`src/rtl/wb_decoder_if.sv`:
```
// ------------------------------------------------------------------
// wb_decoder_if : controller/PE-array bus bundle for wb_decoder
// Revision 1.0
// ------------------------------------------------------------------
`default_nettype none

interface wb_decoder_if #(
  parameter int DATA_WID = 8,
  parameter int ICP_NUM  = 4,
  parameter int OCP_NUM  = 4,
  parameter int ADDR_B   = 4,
  parameter int ADDR_BUF = 8
);
  logic [1:0]                          pe_state;
  logic                                wrb;
  logic [ADDR_BUF-1:0]                 wrb_addr;
  logic [DATA_WID-1:0]                 wrb_data;
  logic [ADDR_B-1:0]                   rdb_addr;
  logic [OCP_NUM*ICP_NUM*DATA_WID-1:0] w_out;
  logic                                w_valid;
  logic [ADDR_B-1:0]                   w_addr;

  modport master (
    output pe_state, wrb, wrb_addr, wrb_data, rdb_addr,
    input  w_out, w_valid, w_addr
  );

  modport slave (
    input  pe_state, wrb, wrb_addr, wrb_data, rdb_addr,
    output w_out, w_valid, w_addr
  );
endinterface

`default_nettype wire

```
`src/rtl/wb_decoder.sv`:
```
// ------------------------------------------------------------------
// wb_decoder : flop weight buffer, single-word writes, registered block read
// Revision 1.0
// ------------------------------------------------------------------
`default_nettype none

module wb_decoder #(
  parameter int DATA_WID = 8,
  parameter int ICP_NUM  = 4,
  parameter int OCP_NUM  = 4,
  parameter int ADDR_B   = 4,
  parameter int ADDR_BUF = 8
) (
  input  wire logic   clk,
  input  wire logic   reset,
  wb_decoder_if.slave bus
);

  localparam int DEPTH  = 2 ** ADDR_BUF;
  localparam int BLK    = OCP_NUM * ICP_NUM;
  localparam int LANE_W = ADDR_BUF - ADDR_B;
  localparam int OUT_W  = BLK * DATA_WID;

  localparam logic [1:0] c_ST_IDLE  = 2'd0;
  localparam logic [1:0] c_ST_VALID = 2'd1;
  localparam logic [1:0] c_ST_STALL = 2'd2;
  localparam logic [1:0] c_ST_DONE  = 2'd3;

  logic [DATA_WID-1:0] r_buf [0:DEPTH-1];
  logic [OUT_W-1:0]    r_w_out;
  logic [ADDR_B-1:0]   r_w_addr;
  logic                r_w_valid;

  logic [OUT_W-1:0]    w_rd_block;
  logic                w_is_valid;
  logic                w_wr_en;

  assign w_is_valid = (bus.pe_state == c_ST_VALID);
  assign w_wr_en    = w_is_valid & bus.wrb;

  // Lane k = o*ICP_NUM+i; its word address is the concatenation {block, k}.
  always_comb begin
    w_rd_block = '0;
    for (int k = 0; k < BLK; k++) begin
      w_rd_block[k*DATA_WID +: DATA_WID] = r_buf[{bus.rdb_addr, LANE_W'(k)}];
    end
  end

  always_ff @(posedge clk or negedge reset) begin
    if (!reset) begin
      for (int a = 0; a < DEPTH; a++) begin
        r_buf[a] <= '0;
      end
    end else if (w_wr_en) begin
      r_buf[bus.wrb_addr] <= bus.wrb_data;
    end
  end

  // Readout samples the pre-edge buffer, so a same-cycle write is seen next read.
  always_ff @(posedge clk or negedge reset) begin
    if (!reset) begin
      r_w_out   <= '0;
      r_w_addr  <= '0;
      r_w_valid <= 1'b0;
    end else begin
      case (bus.pe_state)
        c_ST_VALID: begin
          r_w_out   <= w_rd_block;
          r_w_addr  <= bus.rdb_addr;
          r_w_valid <= 1'b1;
        end
        c_ST_STALL: begin
          r_w_out   <= r_w_out;
          r_w_addr  <= r_w_addr;
          r_w_valid <= r_w_valid;
        end
        c_ST_IDLE, c_ST_DONE: begin
          r_w_valid <= 1'b0;
        end
        default: begin
          r_w_valid <= 1'b0;
        end
      endcase
    end
  end

  assign bus.w_out   = r_w_out;
  assign bus.w_addr  = r_w_addr;
  assign bus.w_valid = r_w_valid;

endmodule

`default_nettype wire

```
`src/flat_wrapper.sv`:
```
// flat-port wrapper written by rule: the top's interface ports become plain ports
module wb_decoder_flat 
#(
  parameter int DATA_WID = 8,
  parameter int ICP_NUM  = 4,
  parameter int OCP_NUM  = 4,
  parameter int ADDR_B   = 4,
  parameter int ADDR_BUF = 8
)
  (clk, reset, bus_pe_state, bus_wrb, bus_wrb_addr, bus_wrb_data, bus_rdb_addr, bus_w_out, bus_w_valid, bus_w_addr);
  wb_decoder_if #(.DATA_WID(DATA_WID), .ICP_NUM(ICP_NUM), .OCP_NUM(OCP_NUM), .ADDR_B(ADDR_B), .ADDR_BUF(ADDR_BUF)) bus_i ();
  input  wire logic clk;
  input  wire logic reset;
  input wire logic [$bits(bus_i.pe_state)-1:0] bus_pe_state;
  input wire logic [$bits(bus_i.wrb)-1:0] bus_wrb;
  input wire logic [$bits(bus_i.wrb_addr)-1:0] bus_wrb_addr;
  input wire logic [$bits(bus_i.wrb_data)-1:0] bus_wrb_data;
  input wire logic [$bits(bus_i.rdb_addr)-1:0] bus_rdb_addr;
  output wire logic [$bits(bus_i.w_out)-1:0] bus_w_out;
  output wire logic [$bits(bus_i.w_valid)-1:0] bus_w_valid;
  output wire logic [$bits(bus_i.w_addr)-1:0] bus_w_addr;
  assign bus_i.pe_state = bus_pe_state;
  assign bus_i.wrb = bus_wrb;
  assign bus_i.wrb_addr = bus_wrb_addr;
  assign bus_i.wrb_data = bus_wrb_data;
  assign bus_i.rdb_addr = bus_rdb_addr;
  assign bus_w_out = bus_i.w_out;
  assign bus_w_valid = bus_i.w_valid;
  assign bus_w_addr = bus_i.w_addr;
  wb_decoder #(.DATA_WID(DATA_WID), .ICP_NUM(ICP_NUM), .OCP_NUM(OCP_NUM), .ADDR_B(ADDR_B), .ADDR_BUF(ADDR_BUF)) u_core (.clk(clk), .reset(reset), .bus(bus_i));
endmodule
```
`config.mk`:
```
export PLATFORM = sky130hd
export DESIGN_NAME = wb_decoder_flat
export DESIGN_NICKNAME = d
export VERILOG_FILES = /design/src/rtl/wb_decoder_if.sv /design/src/rtl/wb_decoder.sv /design/src/flat_wrapper.sv
export SDC_FILE = /design/constraint.sdc
export NUM_CORES = 2
export LEC_CHECK = 0
export ABC_AREA = 0
export CORE_MARGIN = 4
export CORE_UTILIZATION = 45
export CTS_CLUSTER_DIAMETER = 100
export CTS_CLUSTER_SIZE = 20
export DETAILED_ROUTE_END_ITERATION = 6
export GPL_TIMING_DRIVEN = 1
export PLACE_DENSITY = 0.62
export SLEW_MARGIN = 20
export SYNTH_ARGS = -nofsm -noshare
export SYNTH_HDL_FRONTEND = slang
export SYNTH_SLANG_ARGS = --single-unit
export TNS_END_PERCENT = 1
```
`constraint.sdc`:
```
create_clock -name clk -period 1.7 [get_ports clk]
set_input_delay 0.255 -clock clk [delete_from_list [all_inputs] [get_ports clk]]
set_output_delay 0.255 -clock clk [all_outputs]
set_load 0.1 [all_outputs]
```
==> impl_metrics.ini <==
[yosys]
multiplexer_share_of_the_synthesized_area = 0.359
synth-async-reset-ratio = 1.00
synth-xor-area-share = 0
synthSimpleGateAreaFrac = 0.0313
synth_compound_gate_area_share = 0.0303
post_synth_instance_area_sq_um = 98300
seq_area_frac_synth = 0.555
yosys.area_share.adder = 0.000254
synth_top_family_by_area = multiplexers
synth_cell_types = 39
number_of_synthesized_flops_with_an_enable_pin = 0
syn_nets = 6629
dominantRegCellSynth = dfrtp_1
post_synth_most_frequent_cells = dfrtp_1 (2181), mux2_2 (2049), mux2i_1 (594)
yosys_warnings = 0
number_of_cells_produced_by_synthesis = 6602
netlist_top_cells_area = dfrtp_1 (55%), mux2_2 (23%), mux4_2 (6.4%), mux2i_1 (6.0%), clkbuf_1 (1.3%)
synth.top_cell.area_share = 0.555
synthesis.area_per_instance_sq_um = 14.9
postSynthRegisterBits = 2181
synth.most_common_cell = dfrtp_1
synthDominantAreaCellType = dfrtp_1

[floorplan]
placementRows = 171
floorplan.die_area_sq_um = 226000
die_h_microns = 475
floorplan.initialDensity = 0.453
die_w_microns = 475
core-area_sq_um = 217000
boundaryPins = 158

[setup_path]
worstPathCellList = buf_12
critPathArrivalTime_ns = 1.62
ff2ff_path_depth = 3
critical-path-top-delay-family = flip-flops
crit_buf_inv = 1
rr_startpoint = u_core.r_buf[529]$_DFFE_PN0P_
worstPathMaxFanout = 2
start_kind = flip-flop
timing.critical_path.to_type = primary output
crit_slowest_cell = dfrtp_2
reg_to_reg_endpoint = u_core.bus.w_out[105]$_DFFE_PN0N_
critPathRequiredTime_ns = 1.44
timing.setup.critical_path_class = flip-flop to primary output
ff2ff_setup_slack_ns = 0.04
max_stage_delay_ns = 0.58

[final_layout]
net_total_in_the_final_layout = 7187
syn2layout_area_growth_pct = 18.5
share_of_cells_above_drive_strength_1 = 0.513

[route]
wl_per_cell_microns = 27.7
detailedRoute.firstIterationViolations = 4119
routed_via_density = 5.86
routed_wirelength_microns = 277000
drc_errors = 0
via_total_after_detailed_routing = 58802
drt_pass_1_iters = 5
detail-route-antenna-nets = 0

[global_routing]
globalRouteTotalUtil = 0.246
gr-total-overflow = 0
initial_antenna_violation_count = 6
first_pass_grt_wire_length_microns = 418000
first_global_vias = 62042
grt_max_degree = 80

[sta]
slew_headroom = 0.357
fin_setup_tns_ns = -3.04
worstMarginPinSlew_ns = 0.961
maxSlewViolCount = 0
finalClockSkew_ns = 0.0259
final-setup-viol-count = 71
max_freq_ghz = 0.533
period_minus_slack_ns = 1.88
final_hold_viol_count = 0
finalHoldWorstSlack_ns = 0.0780
fin_ws_ns = -0.176
grt_setup_unrepaired = yes
period_share = 1.10

[clock_network]
cts.path.max_buffers = 3
clock_tree_sinks = 2181
clk_root_buffer_cell = clkbuf_16
clkTransAtPathRegs_ns = 0.09
insertion_delay_ns = 0.81
numCtsBuffers = 120
maximum_level_of_the_cts_h_tree = 3
tritoncts = yes

[power_and_ir_drop]
p_leak_nw = 56.7
vdd_drop_max_uv = 847
power.density_nw_per_um2 = 819

[run_status]
status = complete, but fails checks
failing_checks = negative setup slack

[job]
max_cap_violations = 0

[worst_hold_path]
hold_path_startpoint = bus_wrb_data[0]
min-delay-path-class = input port to flip-flop
holdPathStages = 2
hold_path_end = u_core.r_buf[1720]$_DFFE_PN0P_

[placed_design]
place_congestion = 0.809
portBuffers = 157
detailedPlacementHpwl_microns = 188000
## routing by layer
metal,vias up,global-route usage,share of wire
met5,-,0,0.000058
met4,2,0.0636,0.025
met3,288,0.0248,0.035
met1,32197,0.360,0.46
li1,25284,-,-
met2,1031,0.397,0.48
## sequential cells by signal, indices dropped and copies added (netlist names)
signal              count
u_core.r_buf         2048
u_core.bus.w_out      128
u_core.bus.w_addr       4
u_core.bus.w_valid      1
## worst reg2reg max path, stage by stage (launching register included)
cell and delay (ns):
dfrtp_1 0.38, mux4_2 0.49, o21ai_0 0.43, o221ai_1 0.20
## timing repair
| item | in CTS | in global routing |
|---|---|---|
| hold buffers | 6 | 1 |
| pin swaps | 0 | 1 |
| hold endpoints to repair | 2105 | 1 |
| resized for setup | 90 | 10 |
| endpoints found under the setup margin | 1648 | 891 |
| setup buffers | 4 | 1 |
## stage by stage
step | cells | instance area (sq um) | power (mW) | util | worst slack, ns
finish | 10029 | 116000 | 95.4 | 0.536 | -0.176
global route | 10028 | 116000 | 98.8 | 0.536 | -0.203
CTS | 10024 | 116000 | 96.4 | 0.536 | -0.226
detailed placement | 9881 | 113000 | 66.6 | 0.521 | -1.09
global placement | 9881 | 113000 | 66.5 | 0.521 | -1.09
floorplan | 6602 | 98900 | 60.3 | - | -0.115
## how the worst max path moves through the flow
stage                                           from                        endpoint  cells after the start
finish              u_core.bus.w_out[39]$_DFFE_PN0N_                   bus_w_out[39]                      1
global route        u_core.bus.w_out[39]$_DFFE_PN0N_                   bus_w_out[39]                      1
CTS                 u_core.bus.w_out[39]$_DFFE_PN0N_                   bus_w_out[39]                      1
detailed placement                   bus_pe_state[1]  u_core.r_buf[1120]$_DFFE_PN0P_                      9
global placement                     bus_pe_state[1]  u_core.r_buf[1127]$_DFFE_PN0P_                      9
floorplan                            bus_pe_state[1]   u_core.r_buf[128]$_DFFE_PN0P_                      8
## area by class of cell
cell class              instances  area [sq um]
fillers                     17529        101000
diodes                          4          10.0
clock inverters                11           134
repair buffers                925         12800
well taps                    2854          3570
flip-flops and latches       2181         54700
clock buffers                 122          3010
multi-input cells            3850         42000
inverters                      82           323
## where the power goes
group / leakage (nW) / total, mW / switching, mW / internal, mW
sequential: 30.2 / 53.9 / 0.991 / 52.9
clock: 1.55 / 29.8 / 17.1 / 12.7
combinational: 25.0 / 11.7 / 7.46 / 4.26
total: 56.7 / 95.4 / 25.6 / 69.8
## cell families (layout without fill, tap and decap cells)
family	count (synthesis)	in the layout
other cells	0	4
simple gates	508	508
fa+ha+maj	2	2
mux	2923	2923
compound gates	417	417
flops	2181	2181
buf+inv	571	1140
## cell usage in the layout, fill, tap and decap left out, drive strengths merged, types with 3 or more instances in the layout
master            n
buf             905
a22oi           155
clkdlybuf4s50    10
clkbuf          123
nor2b            15
o21ai            51
mux2i           594
inv              88
a21oi            75
a32oi            40
a221oi            3
nand2           178
a222oi            6
and2              5
clkinv            5
nand4             3
nand3            85
dfrtp          2181
mux2           2050
dlygate4sd3       7
mux4            279
nor3             10
a211oi            8
nand2b            7
diode             4
nor2            197
o221ai           78
No activity file was read; power rests on OpenSTA's default activity.
